$ cat config.mk
export PLATFORM = sky130hd
export DESIGN_NAME = sisc_ctrl_mc
export DESIGN_NICKNAME = d
export VERILOG_FILES = /design/src/rtl/sisc_ctrl_mc.sv
export SDC_FILE = /design/constraint.sdc
export NUM_CORES = 1
export LEC_CHECK = 0
export ABC_CLOCK_PERIOD_IN_PS = 2800
export CAP_MARGIN = 20
export CORE_AREA = 2 2 57 59
export CTS_CLUSTER_SIZE = 40
export DETAILED_ROUTE_END_ITERATION = 6
export DIE_AREA = 0 0 59 61
export PLACE_DENSITY = 0.85
export SLEW_MARGIN = 40
export SYNTH_ARGS = -nofsm -noshare
export SYNTH_HDL_FRONTEND = slang
export SYNTH_SLANG_ARGS = --single-unit
$ cat constraint.sdc
create_clock -name clk -period 2.8 [get_ports clk]
set_input_delay 0.56 -clock clk [delete_from_list [all_inputs] [get_ports clk]]
set_output_delay 0.56 -clock clk [all_outputs]
set_load 0.05 [all_outputs]
$ cat src/rtl/sisc_ctrl_mc.sv
// Multicycle control unit for the SISC computer: memory-ready handshake with timeout,
// a HALT state and a retired-instruction counter.
module sisc_ctrl_mc #(
    parameter int unsigned MEM_WAIT = 1,
    parameter int unsigned TIMEOUT  = 8,
    parameter int unsigned CNT_W    = 16
) (
    input  logic             clk,
    input  logic             rst_f,
    input  logic [3:0]       opcode,
    input  logic [3:0]       mm,
    input  logic [3:0]       stat,
    input  logic             mem_rdy,
    output logic             rf_we,
    output logic             wb_sel,
    output logic             br_sel,
    output logic             pc_rst,
    output logic             pc_write,
    output logic             pc_sel,
    output logic             ir_load,
    output logic             dm_we,
    output logic             dm_re,
    output logic [1:0]       rd_sel,
    output logic [1:0]       alu_op,
    output logic [1:0]       mm_sel,
    output logic [1:0]       swap_reg_sel,
    output logic             halted,
    output logic             mem_err,
    output logic [CNT_W-1:0] retired
);

    localparam int unsigned WaitW = (TIMEOUT > 1) ? $clog2(TIMEOUT) : 1;
    localparam logic [WaitW-1:0] WaitLast = WaitW'(TIMEOUT - 1);

    localparam logic [3:0] OpLod = 4'd1;
    localparam logic [3:0] OpStr = 4'd2;
    localparam logic [3:0] OpSwp = 4'd3;
    localparam logic [3:0] OpBra = 4'd4;
    localparam logic [3:0] OpBrr = 4'd5;
    localparam logic [3:0] OpBne = 4'd6;
    localparam logic [3:0] OpBnr = 4'd7;
    localparam logic [3:0] OpAlu = 4'd8;
    localparam logic [3:0] OpHlt = 4'd15;

    typedef enum logic [2:0] {
        StIllegal   = 3'd0,
        StStart1    = 3'd1,
        StFetch     = 3'd2,
        StDecode    = 3'd3,
        StExecute   = 3'd4,
        StMem       = 3'd5,
        StWriteback = 3'd6,
        StHalt      = 3'd7
    } state_e;

    state_e           state_q, state_d;
    logic [WaitW-1:0] wait_q, wait_d;
    logic             mem_err_q, mem_err_d;
    logic [CNT_W-1:0] retired_q, retired_d;

    logic pos_br, neg_br, is_branch, taken, mem_op, use_wait;

    assign pos_br    = (opcode == OpBra) || (opcode == OpBrr);
    assign neg_br    = (opcode == OpBne) || (opcode == OpBnr);
    assign is_branch = pos_br || neg_br;
    assign taken     = (mm == 4'd0) || (pos_br && |(stat & mm)) || (neg_br && ~|(stat & mm));
    assign mem_op    = (opcode == OpLod) || (opcode == OpStr);
    assign use_wait  = (MEM_WAIT != 0) && mem_op;

    always_ff @(posedge clk or negedge rst_f) begin
        if (!rst_f) begin
            state_q   <= StStart1;
            wait_q    <= '0;
            mem_err_q <= 1'b0;
            retired_q <= '0;
        end else begin
            state_q   <= state_d;
            wait_q    <= wait_d;
            mem_err_q <= mem_err_d;
            retired_q <= retired_d;
        end
    end

    always_comb begin
        state_d   = state_q;
        wait_d    = wait_q;
        mem_err_d = mem_err_q;
        retired_d = retired_q;
        case (state_q)
            StStart1:    state_d = StFetch;
            StFetch:     state_d = StDecode;
            StDecode:    state_d = (opcode == OpHlt) ? StHalt : StExecute;
            StExecute: begin
                state_d = StMem;
                wait_d  = '0;
            end
            StMem: begin
                // A ready seen in the last allowed cycle still wins over the timeout.
                if (!use_wait || mem_rdy) begin
                    state_d = StWriteback;
                end else if (wait_q == WaitLast) begin
                    state_d   = StHalt;
                    mem_err_d = 1'b1;
                end else begin
                    wait_d = wait_q + WaitW'(1);
                end
            end
            StWriteback: begin
                state_d   = StFetch;
                retired_d = retired_q + CNT_W'(1);
            end
            StHalt:      state_d = StHalt;
            default:     state_d = StStart1;
        endcase
    end

    always_comb begin
        rf_we        = 1'b0;
        wb_sel       = 1'b1;
        br_sel       = 1'b0;
        pc_rst       = 1'b0;
        pc_write     = 1'b0;
        pc_sel       = 1'b0;
        ir_load      = 1'b0;
        dm_we        = 1'b0;
        dm_re        = 1'b0;
        rd_sel       = 2'b00;
        alu_op       = 2'b10;
        mm_sel       = 2'b00;
        swap_reg_sel = 2'b00;
        case (state_q)
            StStart1: pc_rst = 1'b1;
            StFetch: begin
                ir_load  = 1'b1;
                pc_write = 1'b1;
            end
            StDecode: begin
                if (is_branch) begin
                    pc_write = taken;
                    pc_sel   = 1'b1;
                    br_sel   = (opcode == OpBra) || (opcode == OpBne);
                end
                if (opcode == OpStr) rd_sel = 2'b01;
            end
            StExecute: begin
                if (opcode == OpAlu) begin
                    alu_op = {1'b0, mm == 4'b1000};
                end else if (mem_op) begin
                    alu_op = mm[3] ? 2'b11 : 2'b10;
                    mm_sel = (mm == 4'd0) ? 2'b01 : 2'b00;
                end else if (opcode == OpSwp) begin
                    alu_op = 2'b11;
                end
            end
            StMem: begin
                if (opcode == OpStr) begin
                    dm_we  = 1'b1;
                    rd_sel = 2'b01;
                end
                if (opcode == OpLod) dm_re = 1'b1;
            end
            StWriteback: begin
                if (opcode == OpAlu) begin
                    rf_we = 1'b1;
                end else if (opcode == OpLod) begin
                    rf_we  = 1'b1;
                    wb_sel = 1'b0;
                end else if (opcode == OpSwp) begin
                    rf_we        = 1'b1;
                    swap_reg_sel = 2'b10;
                end
            end
            default: ;
        endcase
    end

    assign halted  = (state_q == StHalt);
    assign mem_err = mem_err_q;
    assign retired = retired_q;

endmodule

==> impl_summary.txt, run 1 <==
----------------------------------------------------
[Route]
  Number of remaining DRC errors ... 1
  Initial detailed-routing violation count ... 20
  Post-detailed-route count of antenna-violating nets ... 0
  Detailed Route WL ... approximately 3.4 mm
  Routed wire per std cell ... around 15 µm
  Mean number of vias per cell ... 5.603
  Routed via count ... around 1200
  Total iterations of the first detailed-routing run ... 6

[CTS]
  Total number of H-tree levels ... 1
  Clock transition at path regs ... ~0.12 ns
  Number of sinks driven by the clock tree ... 23
  Hold-fix buffers at CTS ... 0
  Insertion delay of the later-clocked pin in the worst-skew pair ... around 0.30 ns
  Number of buffers inserted during clock tree synthesis ... 3
  Clock tree buffer depth ... 2
  Post-CTS setup-driven buffer insertion count ... 0
  Master cell of the clock root buffer ... sky130_fd_sc_hd__clkbuf_4
  TritonCTS clock tree ... done

[Die]
  Top-Level Pins ... 50
  Row count ... 20
  Die outline area ... 3599 µm²
  Die width ... between 50 and 60 µm
  Initial core utilization ... around 47%
  Die Height ... 61 µm
  Core area ... 2953 µm²

[GRT]
  Total Routing Usage GR ... 20.45%
  Initial antenna violation count ... 0
  Total gr overflow ... 0
  First-pass GRT wire length ... roughly 5.7 mm
  Maximum number of pins on one net before global-route repair ... 24
  Via count of the first global-routing pass ... between 1000 and 1500

[Finish]
  Nets ... between 200 and 250
  Share of cells above drive strength 1 ... ~20%
  Synth-to-Final Area Change ... 45.79%
  Antenna diodes ... 0

[Timing]
  Transition at the pin with the smallest max-transition slack ... between 0.5 and 0.6 ns
  Hold violation total from the final report ... 0
  Number of pins with negative max-slew slack in the final report ... 0
  Top achievable clock speed ... 0.3646 GHz
  Final setup violation count ... 0
  Worst Hold Margin ... roughly 0.48 ns
  Share of the cycle needed by the critical path after routing ... between 90% and 100%
  RSZ-0062 raised after global routing ... true
  Remaining max-slew budget at the tightest pin ... between 60% and 70%
  Min Clock Period, post-route ... between 2 and 3 ns
  Post-Route Skew ... between 0.005 and 0.006 ns
  Setup Total Neg Slack ... 0 ns

[Placed design]
  Half-perimeter wire length after placement ... 2.699 mm
  Port buffer count ... 46
  Global placement routability congestion ... between 0.8 and 0.9

[Synth]
  Number of warnings reported in the yosys synthesis log ... 0
  Syn Std Cell Area ... roughly 1400 µm²
  Number of library cell types mapped by synthesis ... 45
  Main combinational cell family by area after synthesis ... simple AND/OR/NAND/NOR gates
  Mux cell area share after synthesis ... about 1.5%
  Most used DFF post-synth ... sky130_fd_sc_hd__dfrtp_1
  Mean Syn Cell Area ... 9.947 µm²
  Asr flop ratio synth ... 100.0%
  Number of enable-type register cells in the synthesized netlist ... 0
  Basic-gate share of the synthesized area counting and, or, nand and nor cells ... between 20% and 30%
  Flop and latch count out of synthesis ... 23
  Area share of xor/xnor cells in the synthesized design ... 11.31%
  Synth Area in Adders ... approximately 2.7%
  Share of the yosys chip area belonging to registers ... a little over two fifths
  Synth Area in Compound Gates ... 9.502%
  Gate count of the mapped netlist ... approximately 140

[Worst setup path]
  Worst setup path endpoint ... alu_op[0]
  Reg-to-reg slack, setup ... 0.91 ns
  Number of cells traversed by the worst register-to-register path ... 5
  Largest fanout on the critical path ... 5
  Crit path capture type ... output port
  Reg-to-reg critical path startpoint ... wait_q[0]
  Critical path launch point ... opcode[1]
  Data required time at the worst endpoint ... 2.24 ns
  Endpoint of the lowest-slack register-to-register path ... wait_q[0]
  Worst Path Arrival ... approximately 2.2 ns
  Crit path launch type ... input port
  Type of the worst setup path ... in -> out

[Run]
  Max capacitance violation total ... 0

[Run status]
  Violated checks ... design-rule violations
  Status ... finished with violations

[Power]
  Power density of the placed cells ... 777.6 nW/µm²
  Largest vdd supply drop ... 0.4182 mV
  Leakage power total ... roughly 0.85 nW

[Worst hold path]
  Path class of the lowest-slack min-delay path ... reg -> reg

----------------------------------------------------
-- worst max-delay path, cell delays in order --
cell and delay (ns):
sky130_fd_sc_hd__clkdlybuf4s50_1 0.59, sky130_fd_sc_hd__buf_4 0.19, sky130_fd_sc_hd__o21ai_0 0.10, sky130_fd_sc_hd__a21oi_1 0.19, sky130_fd_sc_hd__a31oi_1 0.09, sky130_fd_sc_hd__nor4_2 0.28, sky130_fd_sc_hd__buf_12 0.19
-- power by group --
group	leakage [nW]	switching, W	internal, W
Combinational	0.540	0.000502	0.000354
Sequential	0.292	0.000143	0.000420
Clock	0.0150	0.0000928	0.0000553
Total	0.848	0.000738	0.000829
-- cells in the mapped netlist (2+ instances only) --
cell	number	share of area, %
sky130_fd_sc_hd__a21boi_0	2	1.1
sky130_fd_sc_hd__a21oi_1	2	0.72
sky130_fd_sc_hd__a22o_1	2	1.3
sky130_fd_sc_hd__a31o_2	3	1.9
sky130_fd_sc_hd__and3_1	8	3.6
sky130_fd_sc_hd__buf_2	3	1.1
sky130_fd_sc_hd__buf_4	4	2.2
sky130_fd_sc_hd__buf_6	4	3.3
sky130_fd_sc_hd__dfrtp_1	22	40
sky130_fd_sc_hd__ha_1	3	2.7
sky130_fd_sc_hd__nand2_1	17	4.6
sky130_fd_sc_hd__nand3_1	4	1.4
sky130_fd_sc_hd__nand4_1	4	1.8
sky130_fd_sc_hd__nor2_1	4	1.1
sky130_fd_sc_hd__nor2b_1	2	0.90
sky130_fd_sc_hd__nor3_1	4	1.4
sky130_fd_sc_hd__nor3b_1	4	2.2
sky130_fd_sc_hd__nor4_1	4	1.8
sky130_fd_sc_hd__o21ai_0	3	1.1
sky130_fd_sc_hd__xnor2_1	15	9.5
-- logic make-up after synthesis --
family | after synthesis
buffers and inverters | 14
AND/OR/NAND/NOR | 61
other | 1
flip-flops | 23
adder cells (fa/ha/maj) | 3
XOR/XNOR | 17
multiplexers | 2
AO/OA/AOI/OAI | 18
-- cells in the final DEF, fill, tap and decap left out, types with 2 or more instances in the layout --
master                            count
sky130_fd_sc_hd__a31o_2               3
sky130_fd_sc_hd__xnor2_1             15
sky130_fd_sc_hd__dfrtp_1             22
sky130_fd_sc_hd__nor2b_1              2
sky130_fd_sc_hd__nand2_1             17
sky130_fd_sc_hd__clkdlybuf4s50_1     34
sky130_fd_sc_hd__nand4_1              4
sky130_fd_sc_hd__buf_4               10
sky130_fd_sc_hd__a22o_1               2
sky130_fd_sc_hd__and3_1               8
sky130_fd_sc_hd__o21ai_0              3
sky130_fd_sc_hd__a21boi_0             2
sky130_fd_sc_hd__buf_12              10
sky130_fd_sc_hd__nor2_1               4
sky130_fd_sc_hd__nor4_2               3
sky130_fd_sc_hd__clkbuf_4             3
sky130_fd_sc_hd__nand3_1              4
sky130_fd_sc_hd__nor3b_1              2
sky130_fd_sc_hd__a21oi_1              2
sky130_fd_sc_hd__nor3b_2              2
sky130_fd_sc_hd__ha_1                 3
sky130_fd_sc_hd__conb_1               3
sky130_fd_sc_hd__nor3_1               4
-- worst min path at each step --
stage	from	slack (ns)	cells after the start	to
2_1_floorplan	rst_f	0.26	0	asynchronous set/reset pin
3_3_place_gp	mem_err	0.46	1	mem_err
3_5_place_dp	mem_err	0.47	1	mem_err
4_1_cts	mem_err	0.50	1	mem_err
5_1_grt	retired[15]	0.51	1	retired[15]
6_report	mem_err	0.48	1	mem_err
-- per-layer routing --
layer	vias to the layer above	GRT usage [%]	share of wire [%]
li1	580	-	-
met3	6	4.691	6.6
met4	0	5.844	1.9
met2	49	37.30	52
met1	592	24.06	39
met5	-	0	0
-- sequential cells by signal (all words and copies together) (netlist names), named ones only --
signal and flops:
mem_err 1, state_q 2, wait_q 3, retired 16
-- stage by stage --
| step | util, % | total power, W | setup WS [ns] | area [µm²] | instances |
|---|---|---|---|---|---|
| 6_report | 68.26 | 0.001567 | 0.05710 | 2016 | 219 |
| 5_1_grt | 68.26 | 0.001662 | 0.001120 | 2016 | 219 |
| 4_1_cts | 67.88 | 0.001571 | 0.06389 | 2004 | 219 |
| 3_5_place_dp | 66.99 | 0.001424 | 0.07498 | 1978 | 215 |
| 3_3_place_gp | 66.99 | 0.001386 | 0.1123 | 1978 | 215 |
| 2_1_floorplan | - | 0.001153 | -0.2749 | 1420 | 141 |
-- cell type report --
cell class | instances | area, µm²
well taps | 33 | 41.29
flip-flops and latches | 23 | 576.8
repair buffers | 54 | 615.6
fillers | 242 | 937.1
clock buffers | 4 | 26.28
inverters | 1 | 3.754
multi-input cells | 104 | 752.0
-- what timing repair did --
action | 4_1_cts | 5_1_grt
endpoints found under the hold margin | 0 | 0
setup endpoints to repair | 0 | 3
gates resized for setup | 0 | 2
No activity file was read; power rests on OpenSTA's default activity.
==> run 2: changes to the inputs <==
--- a/config.mk
+++ b/config.mk
@@ -5,12 +5,12 @@
 export SDC_FILE = /design/constraint.sdc
 export NUM_CORES = 1
 export LEC_CHECK = 0
-export ABC_CLOCK_PERIOD_IN_PS = 2800
+export ABC_CLOCK_PERIOD_IN_PS = 3450
 export CAP_MARGIN = 20
-export CORE_AREA = 2 2 57 59
+export CORE_AREA = 3 3 58 60
 export CTS_CLUSTER_SIZE = 40
 export DETAILED_ROUTE_END_ITERATION = 6
-export DIE_AREA = 0 0 59 61
+export DIE_AREA = 0 0 61 63
 export PLACE_DENSITY = 0.85
 export SLEW_MARGIN = 40
 export SYNTH_ARGS = -nofsm -noshare
==> constraint.sdc (replaced) <==
create_clock -name clk -period 3.45 [get_ports clk]
set_input_delay 0.69 -clock clk [delete_from_list [all_inputs] [get_ports clk]]
set_output_delay 0.69 -clock clk [all_outputs]
set_load 0.05 [all_outputs]
==> run 2 against run 1 <==
Against the previous run: the run now ends clean; sequential power down 20%; via count decreased by 3.7%; highest routed layer unchanged; clock skew rose by 0.0019 ns; die area increased by 6.8%; final area fell by 8.5%; register-to-register slack better by 0.67 ns; cell count fell by 3.7%; sequential share of layout area up 2.7 points; count of clock-buffer cells in the layout is 1 lower; non-clock buffer count shrank 8; largest power group unchanged; worst hold slack worse by 0.15 ns; global-route usage decreased by 2.9 points.
==> impl_summary.txt, run 2 (synthesized netlist as in run 1, its figures left out) <==
----------------------------------------------------
[Worst setup path]
  Type of the worst setup path ... in -> out
  Endpoint of the lowest-slack register-to-register path ... wait_q[0]
  Worst Path Arrival ... 2.58 ns
  Crit path capture type ... output port
  Reg-to-reg slack, setup ... roughly 1.6 ns
  Data required time at the worst endpoint ... approximately 2.8 ns
  Max incr delay on CP ... about 0.5 ns
  CP Cell Sequence ... clkdlybuf4s50_1 > or2_1 > or3_1 > nor3b_1 > buf_12
  Number of cells traversed by the worst register-to-register path ... 5
  Largest fanout on the critical path ... 6
  Reg-to-reg critical path startpoint ... wait_q[0]
  Max stage delay cell, worst path ... sky130_fd_sc_hd__clkdlybuf4s50_1
  Crit path launch type ... input port

[Timing]
  Remaining max-slew budget at the tightest pin ... 65.64%
  Transition at the pin with the smallest max-transition slack ... 0.5138 ns
  RSZ-0062 raised after global routing ... false
  Top achievable clock speed ... around 0.31 GHz
  Number of pins with negative max-slew slack in the final report ... 0
  Post-Route Skew ... 0.007707 ns
  Min Clock Period, post-route ... between 3 and 4 ns
  Setup Total Neg Slack ... 0 ns
  Hold violation total from the final report ... 0
  Final setup violation count ... 0
  Share of the cycle needed by the critical path after routing ... 94.72%

[Finish]
  Nets ... 197
  Number of fillers in the final layout ... about 260
  Number of flip-flops in the largest register ... 16
  Synth-to-Final Area Change ... 33.39%
  Post-route cell area ... 1844 µm²
  Most common cell after layout, fill and taps aside ... sky130_fd_sc_hd__clkdlybuf4s50_1
  Most used cells in the layout excluding fill and tap cells ... 34 x sky130_fd_sc_hd__clkdlybuf4s50_1, 22 x sky130_fd_sc_hd__dfrtp_1, 17 x sky130_fd_sc_hd__nand2_1
  Share of cells above drive strength 1 ... around 13%
  Antenna diodes ... 0

[GRT]
  Total Routing Usage GR ... between 10% and 20%
  Maximum number of pins on one net before global-route repair ... 24
  First-pass GRT wire length ... 5.299 mm
  Initial antenna violation count ... 0
  Via count of the first global-routing pass ... around 1200
  Total gr overflow ... 0

[Route]
  Number of remaining DRC errors ... 0
  Mean number of vias per cell ... 5.597
  Initial detailed-routing violation count ... 41
  Detailed Route WL ... just over 3 mm
  Total iterations of the first detailed-routing run ... 4
  Post-detailed-route count of antenna-violating nets ... 0
  Routed wire per std cell ... 14.64 µm
  Routed via count ... about 1200

[CTS]
  Insertion delay of the later-clocked pin in the worst-skew pair ... 0.30 ns
  Clock tree buffer depth ... 2
  Post-CTS setup-driven buffer insertion count ... 0
  Clock transition at path regs ... approximately 0.12 ns
  Total number of H-tree levels ... 1
  Number of sinks driven by the clock tree ... 23
  Master cell of the clock root buffer ... sky130_fd_sc_hd__clkbuf_4
  Post-cts repair resize count ... 0
  Number of buffers inserted during clock tree synthesis ... 3
  Hold-fix buffers at CTS ... 0
  TritonCTS clock tree ... done

[Die]
  Die outline area ... 3843 µm²
  Row count ... 20
  Core area ... a little under 3000 µm²
  Die width ... 61 µm
  Top-Level Pins ... 50
  Die Height ... approximately 63 µm
  Initial core utilization ... around 46%

[Power]
  Power density of the placed cells ... about 660 nW/µm²
  Largest vdd supply drop ... about 0.52 mV
  Leakage power total ... a little under 0.8 nW

[Placed design]
  Area of placed instances ... 1817 µm²
  Half-perimeter wire length after placement ... around 2.5 mm
  Port buffer count ... 46
  Global placement routability congestion ... around 0.86

[Worst hold path]
  Path class of the lowest-slack min-delay path ... in -> async

[Run]
  Max capacitance violation total ... 0

[Run status]
  Status ... complete, no violations

----------------------------------------------------
run 2: cell types whose count changed in the layout (fill, tap and decap cells not counted), moves of 2 or more:
cell	change
sky130_fd_sc_hd__nor4_2	-3
sky130_fd_sc_hd__buf_12	-6
sky130_fd_sc_hd__buf_4	-3
sky130_fd_sc_hd__nor3b_1	+2
sky130_fd_sc_hd__nor4_1	+3
sky130_fd_sc_hd__nor3b_2	-2
run 2: final cells by class:
| class | instances | area (µm²) | share of cell area [%] |
|---|---|---|---|
| Multi-Input combinational cell | 104 | 716.9 | 38.87 |
| Sequential cell | 23 | 576.8 | 31.28 |
| Timing Repair Buffer | 46 | 478.0 | 25.92 |
| Tap cell | 33 | 41.29 | 2.239 |
| Clock buffer | 3 | 22.52 | 1.221 |
| Clock inverter | 1 | 5.005 | 0.2714 |
| Inverter | 1 | 3.754 | 0.2035 |
run 2: how the worst max path moves through the flow:
stage	cells past startpoint	startpoint	slack, ns	endpoint
CTS	5	opcode[2]	0.19	mm_sel[0]
finish	5	opcode[2]	0.18	mm_sel[0]
floorplan	4	opcode[0]	0.06	alu_op[0]
detailed placement	5	opcode[2]	0.21	mm_sel[0]
global route	5	opcode[2]	0.12	mm_sel[0]
global placement	5	opcode[2]	0.29	mm_sel[0]
run 2: per-layer routing:
layer	part of all wire [%]	global-route usage [%]	routed length, µm
met1	41	20.41	1254
met5	0	0	0
met3	8.3	5.165	255
met2	50	29.95	1548
met4	0.97	5.420	30
run 2: through the flow:
stage               std cells  hold slack, ns  power (W)  setup slack (ns)  util [%]
finish                    211          0.3348   0.001224            0.1822     61.93
CTS                       211          0.3393   0.001233            0.1899     61.93
global route              211          0.3487   0.001315            0.1156     61.93
floorplan                 141          0.3944  0.0009275           0.06271         -
global placement          207          0.4638   0.001090            0.2932     61.18
detailed placement        207          0.4657   0.001113            0.2090     61.01
run 2: report_power, final:
group          total [W]  leakage (nW)  internal [W]  switching, W
clock network   0.000117        0.0177     0.0000431     0.0000740
logic           0.000657         0.482      0.000262      0.000395
registers       0.000450         0.292      0.000341      0.000109
run 2: critical path, delay by kind of cell:
| kind | cells | cell delay (ns) |
|---|---|---|
| simple gates | 3 | 1.20 |
| buf+inv | 2 | 0.68 |
==> run 3: changes to the inputs <==
--- a/config.mk
+++ b/config.mk
@@ -8,6 +8,7 @@
 export ABC_CLOCK_PERIOD_IN_PS = 3450
 export CAP_MARGIN = 20
 export CORE_AREA = 3 3 58 60
+export CTS_BUF_LIST = sky130_fd_sc_hd__clkbuf_8 sky130_fd_sc_hd__clkbuf_16
 export CTS_CLUSTER_SIZE = 40
 export DETAILED_ROUTE_END_ITERATION = 6
 export DIE_AREA = 0 0 61 63
==> run 3 against run 2 <==
Against the previous run: global-route usage is 0.12 points higher; critical path depth unchanged; clock skew fell by 0.0026 ns; sequential power hardly changed; wire length grew 0.19%; combinational power hardly changed; non-clock buffer count did not move; sequential share of layout area is 0.32 points lower; final area grew 1.0%; largest cell class unchanged.
==> impl_summary.txt, run 3 (synthesized netlist as in run 1, its figures left out) <==
----------------------------------------------------
[CTS]
  Master cell of the clock root buffer ... sky130_fd_sc_hd__clkbuf_8
  Insertion delay of the later-clocked pin in the worst-skew pair ... 0.26 ns
  Hold-fix buffers at CTS ... 0
  Post-CTS setup-driven buffer insertion count ... 0
  Number of buffers inserted during clock tree synthesis ... 3
  Clock tree buffer depth ... 2
  Total number of H-tree levels ... 1
  Clock transition at path regs ... about 0.080 ns
  Post-cts repair resize count ... 0
  TritonCTS clock tree ... done
  Number of sinks driven by the clock tree ... 23

[Power]
  Psw ... between 0.0005 and 0.0006 W
  Sequential cell fraction of total power ... between 30% and 40%
  Clock power share ... ~13%
  Largest vdd supply drop ... around 0.5 mV
  Logic gate share of total power ... about half
  Leakage power total ... between 0.7 and 0.8 nW
  Switching power as a share of total power ... a little under half
  Power density of the placed cells ... between 600 and 700 nW/µm²
  Pint ... 0.0006842 W

[Finish]
  Share of cells above drive strength 1 ... between 10% and 20%
  Nets ... 197
  Synth-to-Final Area Change ... 34.75%
  Antenna diodes ... 0
  Final core utilization ... 62.56%
  Number of flip-flops in the largest register ... 16
  Filler-free cell count of the finished design ... around 210
  Most used cells in the layout excluding fill and tap cells ... 34 x sky130_fd_sc_hd__clkdlybuf4s50_1, 22 x sky130_fd_sc_hd__dfrtp_1, 17 x sky130_fd_sc_hd__nand2_1
  Most common cell after layout, fill and taps aside ... sky130_fd_sc_hd__clkdlybuf4s50_1

[GRT]
  Maximum number of pins on one net before global-route repair ... 24
  Initial antenna violation count ... 0
  Total Routing Usage GR ... between 15 and 20%
  Total gr overflow ... 0
  Via count of the first global-routing pass ... 1168
  First-pass GRT wire length ... 5.285 mm

[Timing]
  Remaining max-slew budget at the tightest pin ... roughly two thirds
  Final setup violation count ... 0
  RSZ-0062 raised after global routing ... false
  Number of pins with negative max-slew slack in the final report ... 0
  Hold violation total from the final report ... 0
  Share of the cycle needed by the critical path after routing ... a little over nine tenths
  Final worst slack ... around 0.19 ns
  Setup Total Neg Slack ... 0 ns
  Worst Hold Margin ... ~0.38 ns
  Min Clock Period, post-route ... 3.260 ns
  Top achievable clock speed ... 0.3067 GHz
  Transition at the pin with the smallest max-transition slack ... between 0.5 and 0.6 ns
  Post-Route Skew ... approximately 0.0051 ns

[Worst setup path]
  Critical path launch point ... opcode[2]
  Max incr delay on CP ... a little under 0.5 ns
  Worst Path Arrival ... between 2 and 3 ns
  Crit path launch type ... input port
  Data required time at the worst endpoint ... 2.76 ns
  CP Cell Sequence ... clkdlybuf4s50_1 > or2_1 > or3_1 > nor3b_1 > buf_12
  Number of cells traversed by the worst register-to-register path ... 5
  Type of the worst setup path ... in -> out
  Reg-to-reg critical path startpoint ... wait_q[0]
  Largest fanout on the critical path ... 6
  Crit path capture type ... output port
  Reg-to-reg slack, setup ... roughly 1.6 ns
  Max stage delay cell, worst path ... sky130_fd_sc_hd__clkdlybuf4s50_1
  Endpoint of the lowest-slack register-to-register path ... wait_q[0]

[Die]
  Die Height ... ~63 µm
  Top-Level Pins ... 50
  Row count ... 20
  Die width ... around 61 µm
  Initial core utilization ... between 40% and 50%
  Die outline area ... 3843 µm²
  Core area ... a little under 3000 µm²

[Route]
  Detailed Route WL ... between 3 and 4 mm
  Routed wire per std cell ... 14.66 µm
  Initial detailed-routing violation count ... 38
  Routed via count ... between 1000 and 1500
  Post-detailed-route count of antenna-violating nets ... 0
  Number of remaining DRC errors ... 0
  Total iterations of the first detailed-routing run ... 4
  Mean number of vias per cell ... about 5.7

[Placed design]
  Global placement routability congestion ... 0.8586
  Half-perimeter wire length after placement ... 2.469 mm
  Post-placement setup slack ... around 0.21 ns
  # placed instances ... a little over 200
  Port buffer count ... 46

[Run]
  Max capacitance violation total ... 0

[Worst hold path]
  Path class of the lowest-slack min-delay path ... in -> async

[Run status]
  Status ... complete, no violations

----------------------------------------------------
==> run 3: cell count changes in the layout (fill, tap and decap cells not counted) <==
cell,before,now
sky130_fd_sc_hd__clkbuf_4,3,0
sky130_fd_sc_hd__clkbuf_8,0,3
==> run 3: area by class of cell <==
type | count | area (µm²)
Clock buffer | 3 | 41.29
Inverter | 1 | 3.754
Clock inverter | 1 | 5.005
Tap cell | 33 | 41.29
Fill cell | 257 | 1115
Timing Repair Buffer | 46 | 478.0
Sequential cell | 23 | 576.8
Multi-Input combinational cell | 104 | 716.9
==> run 3: how the worst max path moves through the flow <==
stage | endpoint | slack (ns) | cells after the start
floorplan | alu_op[0] | 0.06 | 4
global placement | mm_sel[0] | 0.29 | 5
detailed placement | mm_sel[0] | 0.21 | 5
CTS | mm_sel[0] | 0.19 | 5
global route | mm_sel[0] | 0.12 | 5
finish | mm_sel[0] | 0.19 | 5
==> run 3: per-layer routing <==
| layer | global-route usage [%] | share of wire, % | up-vias |
|---|---|---|---|
| li1 | - | - | 561 |
| met1 | 19.90 | 40 | 558 |
| met2 | 30.08 | 49 | 68 |
| met3 | 5.785 | 8.6 | 6 |
| met4 | 6.233 | 1.5 | 0 |
| met5 | 0 | 0 | - |
==> run 3: per-stage QoR <==
stage          area (µm²)  power (W)
6_report             1863   0.001271
5_1_grt              1863   0.001355
4_1_cts              1863   0.001276
3_5_place_dp         1817   0.001113
3_3_place_gp         1822   0.001090
2_1_floorplan        1396  0.0009275
==> run 3: power by group through the flow <==
stage          logic (W)  registers (W)  clock network [W]
2_1_floorplan   0.000426       0.000502                  0
3_3_place_gp    0.000642       0.000448                  0
3_5_place_dp    0.000659       0.000453                  0
4_1_cts         0.000661       0.000449           0.000167
5_1_grt         0.000707       0.000466           0.000182
6_report        0.000658       0.000450           0.000163
==> run 3: critical path, delay by kind of cell <==
family	cells	cell delay, ns
AND/OR/NAND/NOR	3	1.20
buffers and inverters	2	0.68
